--- src/rtl/ht_filter_controller_if.sv ---
// ht_filter_controller_if -- control/coefficient bus between the filter
// controller and its surroundings (coefficient source, tap RAM, filter MAC).
//   master : controller side (drives enables, write strobe, status)
//   slave  : environment side (drives start/stop/reload, coefficient stream)
//   sample_strobe : sampleValid & sampleReady, the filter's sample accept
interface ht_filter_controller_if #(
  parameter int DATA_WIDTH = 18
);
  logic                         start;
  logic                         stop;
  logic                         reload;
  logic                         coeffSetFlag;
  logic signed [DATA_WIDTH-1:0] coeffIn;
  logic                         sampleValid;
  logic                         coeffEnable;
  logic                         coeffWrite;
  logic [9:0]                   coeffAddr;
  logic signed [DATA_WIDTH-1:0] coeffData;
  logic                         filterEnable;
  logic                         sampleReady;
  logic                         flushValid;
  logic                         busy;
  logic                         error;
  logic [2:0]                   state;
  logic                         sample_strobe;

  assign sample_strobe = sampleValid & sampleReady;

  modport master (
    input  start, stop, reload, coeffSetFlag, coeffIn, sampleValid,
    output coeffEnable, coeffWrite, coeffAddr, coeffData, filterEnable,
           sampleReady, flushValid, busy, error, state
  );

  modport slave (
    output start, stop, reload, coeffSetFlag, coeffIn, sampleValid,
    input  coeffEnable, coeffWrite, coeffAddr, coeffData, filterEnable,
           sampleReady, flushValid, busy, error, state, sample_strobe
  );
endinterface

--- src/rtl/ht_filter_controller.sv ---
// ht_filter_controller -- sequences coefficient loading and filter run/flush.
//   clock  : rising-edge clock
//   reset  : asynchronous active-high reset
//   bus    : ht_filter_controller_if.master
//     in : start/stop/reload pulses, coeffSetFlag + coeffIn stream, sampleValid
//     out: coeffEnable, coeffWrite/coeffAddr/coeffData tap writes,
//          filterEnable, sampleReady, flushValid, busy, sticky error, state
// Flow: IDLE -start-> PRIME (1 cycle, source latency) -> LOAD (one tap per
// cycle) -> RUN -> FLUSH (LENGTH-1 zero samples) -> IDLE or PRIME (reload).
// All outputs are registered and decoded from the next state so they line
// up exactly with the state register.
module ht_filter_controller #(
  parameter int LENGTH     = 27,
  parameter int DATA_WIDTH = 18,
  parameter int TIMEOUT    = 8
) (
  input  logic                  clock,
  input  logic                  reset,
  ht_filter_controller_if.master bus
);
  localparam int LT = LENGTH + TIMEOUT;
  localparam int CW = $clog2(LT + 1);
  localparam int FW = $clog2(LENGTH + 1);

  typedef enum logic [2:0] {
    IDLE  = 3'd0,
    PRIME = 3'd1,
    LOAD  = 3'd2,
    RUN   = 3'd3,
    FLUSH = 3'd4,
    ERR   = 3'd5
  } state_t;

  state_t                       st_q, st_n;
  logic [CW-1:0]                idx_q;     // LOAD cycle count == tap index
  logic [FW-1:0]                fcnt_q;    // FLUSH cycle count
  logic                         reload_q;  // FLUSH exits to PRIME
  logic                         wr_n;
  logic                         ce_q, wr_q, fe_q, rdy_q, fv_q, busy_q, err_q;
  logic [9:0]                   addr_q;
  logic signed [DATA_WIDTH-1:0] data_q;
  logic                         in_range, is_last, at_timeout, flush_done;

  assign in_range   = idx_q < CW'(LENGTH);
  assign is_last    = idx_q == CW'(LENGTH - 1);
  assign at_timeout = idx_q == CW'(LT - 1);
  // Unused when LENGTH==1: RUN then bypasses FLUSH entirely.
  assign flush_done = fcnt_q == FW'(LENGTH - 2);

  always_comb begin
    st_n = st_q;
    wr_n = 1'b0;
    case (st_q)
      IDLE:  if (bus.start) st_n = PRIME;
      PRIME: st_n = bus.stop ? IDLE : LOAD;
      LOAD: begin
        if (bus.stop) begin
          st_n = IDLE;
        end else if (bus.coeffSetFlag) begin
          // early/late flag is a source fault; the offending tap is not written
          if (is_last) begin
            st_n = RUN;
            wr_n = 1'b1;
          end else begin
            st_n = ERR;
          end
        end else begin
          // keep sampling past LENGTH for the timeout, but never write there
          wr_n = in_range;
          if (at_timeout) st_n = ERR;
        end
      end
      RUN: begin
        if (bus.stop || bus.reload) begin
          if (LENGTH == 1) st_n = bus.stop ? IDLE : PRIME;
          else             st_n = FLUSH;
        end
      end
      FLUSH: if (flush_done) st_n = reload_q ? PRIME : IDLE;
      ERR:   st_n = ERR;
      default: st_n = IDLE;
    endcase
  end

  always_ff @(posedge clock or posedge reset) begin
    if (reset) begin
      st_q     <= IDLE;
      idx_q    <= '0;
      fcnt_q   <= '0;
      reload_q <= 1'b0;
      ce_q     <= 1'b0;
      wr_q     <= 1'b0;
      fe_q     <= 1'b0;
      rdy_q    <= 1'b0;
      fv_q     <= 1'b0;
      busy_q   <= 1'b0;
      err_q    <= 1'b0;
      addr_q   <= '0;
      data_q   <= '0;
    end else begin
      st_q   <= st_n;
      ce_q   <= (st_n == PRIME) || (st_n == LOAD);
      fe_q   <= (st_n == RUN) || (st_n == FLUSH);
      rdy_q  <= st_n == RUN;
      fv_q   <= st_n == FLUSH;
      busy_q <= st_n != IDLE;
      if (st_n == ERR) err_q <= 1'b1;
      wr_q   <= wr_n;
      if (wr_n) begin
        data_q <= bus.coeffIn;
        addr_q <= 10'(idx_q);
      end
      idx_q  <= (st_q == LOAD)  ? idx_q + CW'(1)  : '0;
      fcnt_q <= (st_q == FLUSH) ? fcnt_q + FW'(1) : '0;
      if (st_q == RUN) reload_q <= bus.reload && !bus.stop;
    end
  end

  assign bus.coeffEnable  = ce_q;
  assign bus.coeffWrite   = wr_q;
  assign bus.coeffAddr    = addr_q;
  assign bus.coeffData    = data_q;
  assign bus.filterEnable = fe_q;
  assign bus.sampleReady  = rdy_q;
  assign bus.flushValid   = fv_q;
  assign bus.busy         = busy_q;
  assign bus.error        = err_q;
  assign bus.state        = st_q;
endmodule

--- src/flat_wrapper.sv ---
// flat-port wrapper written by rule: the top's interface ports become plain ports
module ht_filter_controller_flat 
#(
  parameter int LENGTH     = 27,
  parameter int DATA_WIDTH = 18,
  parameter int TIMEOUT    = 8
)
  (clock, reset, bus_start, bus_stop, bus_reload, bus_coeffSetFlag, bus_coeffIn, bus_sampleValid, bus_coeffEnable, bus_coeffWrite, bus_coeffAddr, bus_coeffData, bus_filterEnable, bus_sampleReady, bus_flushValid, bus_busy, bus_error, bus_state);
  ht_filter_controller_if #(.DATA_WIDTH(DATA_WIDTH)) bus_i ();
  input  logic clock;
  input  logic reset;
  input wire logic [$bits(bus_i.start)-1:0] bus_start;
  input wire logic [$bits(bus_i.stop)-1:0] bus_stop;
  input wire logic [$bits(bus_i.reload)-1:0] bus_reload;
  input wire logic [$bits(bus_i.coeffSetFlag)-1:0] bus_coeffSetFlag;
  input wire logic [$bits(bus_i.coeffIn)-1:0] bus_coeffIn;
  input wire logic [$bits(bus_i.sampleValid)-1:0] bus_sampleValid;
  output wire logic [$bits(bus_i.coeffEnable)-1:0] bus_coeffEnable;
  output wire logic [$bits(bus_i.coeffWrite)-1:0] bus_coeffWrite;
  output wire logic [$bits(bus_i.coeffAddr)-1:0] bus_coeffAddr;
  output wire logic [$bits(bus_i.coeffData)-1:0] bus_coeffData;
  output wire logic [$bits(bus_i.filterEnable)-1:0] bus_filterEnable;
  output wire logic [$bits(bus_i.sampleReady)-1:0] bus_sampleReady;
  output wire logic [$bits(bus_i.flushValid)-1:0] bus_flushValid;
  output wire logic [$bits(bus_i.busy)-1:0] bus_busy;
  output wire logic [$bits(bus_i.error)-1:0] bus_error;
  output wire logic [$bits(bus_i.state)-1:0] bus_state;
  assign bus_i.start = bus_start;
  assign bus_i.stop = bus_stop;
  assign bus_i.reload = bus_reload;
  assign bus_i.coeffSetFlag = bus_coeffSetFlag;
  assign bus_i.coeffIn = bus_coeffIn;
  assign bus_i.sampleValid = bus_sampleValid;
  assign bus_coeffEnable = bus_i.coeffEnable;
  assign bus_coeffWrite = bus_i.coeffWrite;
  assign bus_coeffAddr = bus_i.coeffAddr;
  assign bus_coeffData = bus_i.coeffData;
  assign bus_filterEnable = bus_i.filterEnable;
  assign bus_sampleReady = bus_i.sampleReady;
  assign bus_flushValid = bus_i.flushValid;
  assign bus_busy = bus_i.busy;
  assign bus_error = bus_i.error;
  assign bus_state = bus_i.state;
  ht_filter_controller #(.LENGTH(LENGTH), .DATA_WIDTH(DATA_WIDTH), .TIMEOUT(TIMEOUT)) u_core (.clock(clock), .reset(reset), .bus(bus_i));
endmodule
--- config.mk ---
export PLATFORM = sky130hd
export DESIGN_NAME = ht_filter_controller_flat
export DESIGN_NICKNAME = d
export VERILOG_FILES = /design/src/rtl/ht_filter_controller_if.sv /design/src/rtl/ht_filter_controller.sv /design/src/flat_wrapper.sv
export SDC_FILE = /design/constraint.sdc
export NUM_CORES = 1
export LEC_CHECK = 0
export CAP_MARGIN = 0
export CORE_MARGIN = 2
export CORE_UTILIZATION = 46
export DETAILED_ROUTE_END_ITERATION = 7
export PLACE_DENSITY = 0.79
export SKIP_LAST_GASP = 1
export SYNTH_ARGS = -nofsm -noshare
export SYNTH_HDL_FRONTEND = slang
export SYNTH_SLANG_ARGS = --single-unit
--- constraint.sdc ---
create_clock -name clock -period 1.92 [get_ports clock]
set_input_delay 0.384 -clock clock [delete_from_list [all_inputs] [get_ports clock]]
set_output_delay 0.384 -clock clock [all_outputs]
set_load 0.01 [all_outputs]
==> flow_summary.json, run 1 <==
{
  "status": "finished clean",
  "yosys.area_share.simple": 0.126,
  "critPathMaxFanout": 8,
  "start_util": 0.478,
  "h-tree-depth": 2,
  "cts_sinks": 46,
  "slew_viol_final": 0,
  "p_per_area_nw_per_um2": 1050,
  "synth_fa_ha_area_frac": 0.0240,
  "power_w": 0.00304,
  "rsz0062_at_grt": "no",
  "port_buffers": 57,
  "drc": 0,
  "r2r_end": "u_core.bus.coeffEnable",
  "holdWs_ns": 0.467,
  "ioPinCount": 63,
  "synth_cell_types": 40,
  "cts_tree": "yes",
  "synthArstFlopShare": 1.00,
  "period_share": 0.963,
  "p_leak_nw": 1.37,
  "min-delay-path-class": "input port to asynchronous set/reset pin",
  "synthToLayoutAreaGrowth_pct": 39.5,
  "n_antenna_cell": 0,
  "setup_viol_count_final": 0,
  "syn_area_sq_um": 2080,
  "comb_power_share": 0.365,
  "nets": 260,
  "drt-pass1-iter-count": 4,
  "clk_latency_ns": 0.29,
  "grt_pass1_wl_mm": 6.51,
  "drt_iter0_markers": 86,
  "coreArea_sq_um": 4350,
  "wirelength_mm": 3.92,
  "die_h_um": 71.3,
  "crit_chain": "buf_4 -> clkdlybuf4s50_1",
  "fin_area_sq_um": 2910,
  "yosysWarnings": 0,
  "synth-xor-area-share": 0.0252,
  "vias": 1424,
  "rr_startpoint": "u_core.idx_q[0]",
  "clkPwrFrac": 0.194,
  "slowest_delay_ns": 0.54,
  "hold_violations": 0,
  "dp_hpwl_mm": 2.82,
  "swShare": 0.291,
  "wire_per_inst_um": 13.8,
  "grt_max_degree": 47,
  "cts_root_buffer": "clkbuf_8",
  "die_x_um": 71.3,
  "cap_violations": 0,
  "ant_nets": 0,
  "place_area_sq_um": 2810,
  "synth_edf_count": 0,
  "cpMaxStageDelayCell": "clkdlybuf4s50_1",
  "synth_flop_cell": "dfrtp_1",
  "cp.required_ns": 1.54,
  "layout_min_cycle_time_ns": 1.85,
  "critical_path_class": "flip-flop to primary output",
  "r2r_setup_slack_ns": 0.12,
  "antenna_found_initial": 0,
  "syn_area_per_cell_sq_um": 13.3,
  "post_cts_buffers": 0,
  "grt_overflow": 0,
  "gp_congestion": 0.924,
  "internal_power_w": 0.00215,
  "rows": 24,
  "power.switching_w": 0.000885,
  "viasPerCell": 5.01,
  "clock_path_buffers": 2,
  "grtUsageTotal": 0.162,
  "ir_drop_uv": 627,
  "worstRegToRegCells": 8,
  "timing.fmax_mhz": 541,
  "die_area_sq_um": 5080,
  "drive_gt1_frac": 0.237,
  "start_kind": "flip-flop",
  "numCtsBuffers": 5,
  "synth_seq_area_share": 0.553,
  "synth.area.mux_share": 0.162,
  "synth_seq_cells": 46,
  "syn_inst": 156,
  "fin_util": 0.667,
  "synth_compound_area_frac": 0.0613,
  "synth_top_family_by_area": "multiplexers",
  "cp.arrival_ns": 1.47,
  "grt_pass1_vias": 1437,
  "crit_path_end_kind": "primary output",
  "path_clk_slew_ns": 0.08,
  "seq_power_share": 0.442,
  "finalClockSkew_ns": 0.00944
}
synthesized netlist by cell type, drive strengths merged, types with 2 or more instances:
master,count,share of area
buf,8,0.033
ha,4,0.024
nand2b,3,0.0090
a211oi,2,0.0072
xor2,3,0.013
dfrtp,46,0.55
nor2,15,0.027
inv,8,0.014
mux2,23,0.16
nand2,6,0.011
xnor2,3,0.013
nand3,5,0.012
a21oi,3,0.0072
o21ai,5,0.014
state kept, by name (all words and copies together) (netlist names), 3 cells and up:
signal and flops:
u_core.bus.coeffAddr 6, u_core.fcnt_q 5, u_core.idx_q 6, u_core.bus.state 3, u_core.bus.coeffData 18
metrics by stage:
step                setup WS [ns]  std cells  setup TNS, ns
CTS                        0.0147        284              0
global route               0.0154        284              0
global placement           -0.127        276          -2.83
finish                     0.0708        284              0
detailed placement         -0.142        276          -2.89
floorplan                   0.119        159              0
logic make-up after synthesis:
group / after synthesis
adder cells (fa/ha/maj): 4
AND/OR/NAND/NOR: 43
other: 1
XOR/XNOR: 6
flip-flops: 46
buffers and inverters: 16
AO/OA/AOI/OAI: 16
multiplexers: 24
routing by layer:
layer	vias up	track usage	routed length, um
met5	-	0	0
met1	681	0.214	1720
met2	53	0.251	1850
li1	681	-	-
met4	0	0.0608	72
met3	9	0.0520	288
cell type report:
| type | instances | area (sq um) |
|---|---|---|
| inverters | 8 | 30.0 |
| clock inverters | 1 | 5.00 |
| flip-flops and latches | 46 | 1150 |
| fillers | 339 | 1450 |
| clock buffers | 7 | 86.3 |
| multi-input cells | 97 | 851 |
| well taps | 52 | 65.1 |
| repair buffers | 73 | 716 |
critical path, delay by kind of cell (launching register included):
family   cells  cell delay [ns]
flops        1             0.44
buf+inv      2             0.73
how the worst max path moves through the flow:
| stage | to | startpoint | slack (ns) | depth (start not counted) |
|---|---|---|---|---|
| finish | bus_state[0] | u_core.bus.state[0] | 0.07 | 2 |
| global route | u_core.bus.filterEnable | u_core.idx_q[0] | 0.02 | 7 |
| CTS | bus_state[0] | u_core.bus.state[0] | 0.01 | 2 |
| detailed placement | u_core.bus.coeffEnable | bus_coeffSetFlag | -0.14 | 7 |
| global placement | u_core.bus.busy | bus_coeffSetFlag | -0.13 | 6 |
| floorplan | u_core.bus.coeffData[10] | u_core.bus.state[2] | 0.12 | 7 |
power groups by stage:
stage | combinational [W] | sequential, W | clock [W]
6_report | 0.00111 | 0.00134 | 0.000589
5_1_grt | 0.00121 | 0.00137 | 0.000657
4_1_cts | 0.00112 | 0.00134 | 0.000609
3_5_place_dp | 0.00111 | 0.00135 | 0
3_3_place_gp | 0.00110 | 0.00134 | 0
2_1_floorplan | 0.000497 | 0.00143 | 0
cells in the final DEF (no fill, tap or decap), drive strengths merged, types with 4 or more instances in the layout:
master / n
clkdlybuf4s50: 57
buf: 16
dfrtp: 46
nand3: 5
inv: 8
ha: 4
conb: 4
clkbuf: 7
nand2: 6
nor2: 15
mux2: 23
o21ai: 5
timing repair:
item / CTS / global route
endpoints found under the hold margin: 0 / 0
setup endpoints to repair: 0 / 8
hold buffers: 0 / 0
resized for setup: 0 / 3
Note: power is estimated with default switching activity, not from simulation.
==> run 2: changes to the inputs <==
CAP_MARGIN = 20   (was 0)
CTS_CLUSTER_SIZE = 12   (was not set)
REMOVE_ABC_BUFFERS = 1   (was not set)
==> flow_summary.json, run 2 (synthesis results as in run 1) <==
{
  "ant_nets": 0,
  "slowest_delay_ns": 0.60,
  "setup_viol_count_final": 0,
  "path_clk_slew_ns": 0.08,
  "regArea_sq_um": 1150,
  "cp.arrival_ns": 1.41,
  "start_util": 0.478,
  "grtUsageTotal": 0.163,
  "ir_drop_uv": 672,
  "critical_path_class": "flip-flop to primary output",
  "crit_path_end_kind": "primary output",
  "power_w": 0.00304,
  "slew_viol_final": 0,
  "worstRegToRegCells": 7,
  "layout_common_cells": "clkdlybuf4s50_1, dfrtp_1, mux2_4",
  "drc": 0,
  "fillers": 360,
  "finalClockSkew_ns": 0.00683,
  "coreArea_sq_um": 4350,
  "port_buffers": 57,
  "wirelength_mm": 3.89,
  "cp-endpoint": "bus_state[1]",
  "h-tree-depth": 2,
  "largest_register_ffs": 18,
  "p_leak_nw": 1.35,
  "die_area_sq_um": 5080,
  "rr_startpoint": "u_core.idx_q[0]",
  "rsz0062_at_grt": "no",
  "path_buf_inv": 1,
  "wire_per_inst_um": 13.8,
  "cts_tree": "yes",
  "period_share": 0.933,
  "timing.fmax_mhz": 558,
  "die_x_um": 71.3,
  "viasPerCell": 4.85,
  "nets": 257,
  "status": "finished clean",
  "antenna_found_initial": 0,
  "n_antenna_cell": 0,
  "critPathMaxFanout": 9,
  "holdWs_ns": 0.369,
  "clock_path_buffers": 2,
  "critPathLaunch": "u_core.bus.state[1]",
  "path_depth": 1,
  "cts_root_buffer": "clkbuf_8",
  "grt_pass1_wl_mm": 6.47,
  "drt-pass1-iter-count": 4,
  "cp.required_ns": 1.54,
  "start_kind": "flip-flop",
  "grt_pass1_vias": 1309,
  "min-delay-path-class": "input port to asynchronous set/reset pin",
  "drt_iter0_markers": 100,
  "r2r_end": "u_core.bus.coeffEnable",
  "crit_chain": "clkdlybuf4s50_1",
  "cpMaxStageDelayCell": "clkdlybuf4s50_1",
  "ctsHoldBuffers": 0,
  "gp_congestion": 0.824,
  "p_per_area_nw_per_um2": 1060,
  "vias": 1364,
  "grt_max_degree": 32,
  "hold_violations": 0,
  "die_h_um": 71.3,
  "ioPinCount": 63,
  "dp_hpwl_mm": 2.83,
  "critical-path-top-delay-family": "buffers and inverters",
  "r2r_setup_slack_ns": 0.15,
  "clk_latency_ns": 0.29,
  "rows": 24,
  "cts_sinks": 46,
  "drive_gt1_frac": 0.223,
  "synthToLayoutAreaGrowth_pct": 38.2,
  "numCtsBuffers": 5,
  "final_common_cell": "clkdlybuf4s50_1",
  "layout_min_cycle_time_ns": 1.79,
  "grt_overflow": 0,
  "cap_violations": 0,
  "multi_input_area_sq_um": 843
}
==> run 2: per-stage QoR <==
stage	TNS, ns	utilization	std cells	instance area, sq um	worst slack, ns
floorplan	-8.89	-	151	2020	-0.426
detailed placement	-2.85	0.639	273	2780	-0.146
CTS	0	0.661	281	2880	0.0579
global placement	-2.61	0.639	273	2780	-0.133
global route	0	0.661	281	2880	0.0105
finish	0	0.661	281	2880	0.128
==> run 2: timing repair <==
action / 4_1_cts / 5_1_grt
buffers inserted: 0 / 0
gates resized for setup: 0 / 1
setup endpoints to repair: 0 / 6
==> run 2: layout make-up <==
| type | count | area share |
|---|---|---|
| well taps | 52 | 0.0226 |
| repair buffers | 70 | 0.241 |
| multi-input cells | 97 | 0.293 |
| flip-flops and latches | 46 | 0.400 |
| clock buffers | 6 | 0.0287 |
| inverters | 8 | 0.0104 |
| clock inverters | 2 | 0.00435 |
==> run 2: per-layer routing <==
metal	global-route usage	vias to the layer above	routed length (um)
met4	0.0566	0	49
li1	-	675	-
met1	0.221	638	1790
met2	0.249	46	1740
met3	0.0520	5	306
met5	0	-	0
==> run 2: where the power goes <==
part / internal [W] / leakage [nW] / switching (W)
combinational: 0.000659 / 0.715 / 0.000441
clock: 0.000290 / 0.0472 / 0.000321
sequential: 0.00120 / 0.585 / 0.000135
total: 0.00215 / 1.35 / 0.000897
==> run 2: how the worst min path moves through the flow <==
stage               cells after the start  slack, ns                       end                    start
detailed placement                      1       0.48   u_core.bus.coeffAddr[5]  u_core.bus.coeffAddr[5]
CTS                                     2       0.37  u_core.bus.coeffData[12]                    reset
global placement                        2       0.46           u_core.reload_q          u_core.reload_q
finish                                  2       0.37  u_core.bus.coeffData[14]                    reset
floorplan                               2       0.45           u_core.reload_q          u_core.reload_q
global route                            2       0.40  u_core.bus.coeffData[11]                    reset
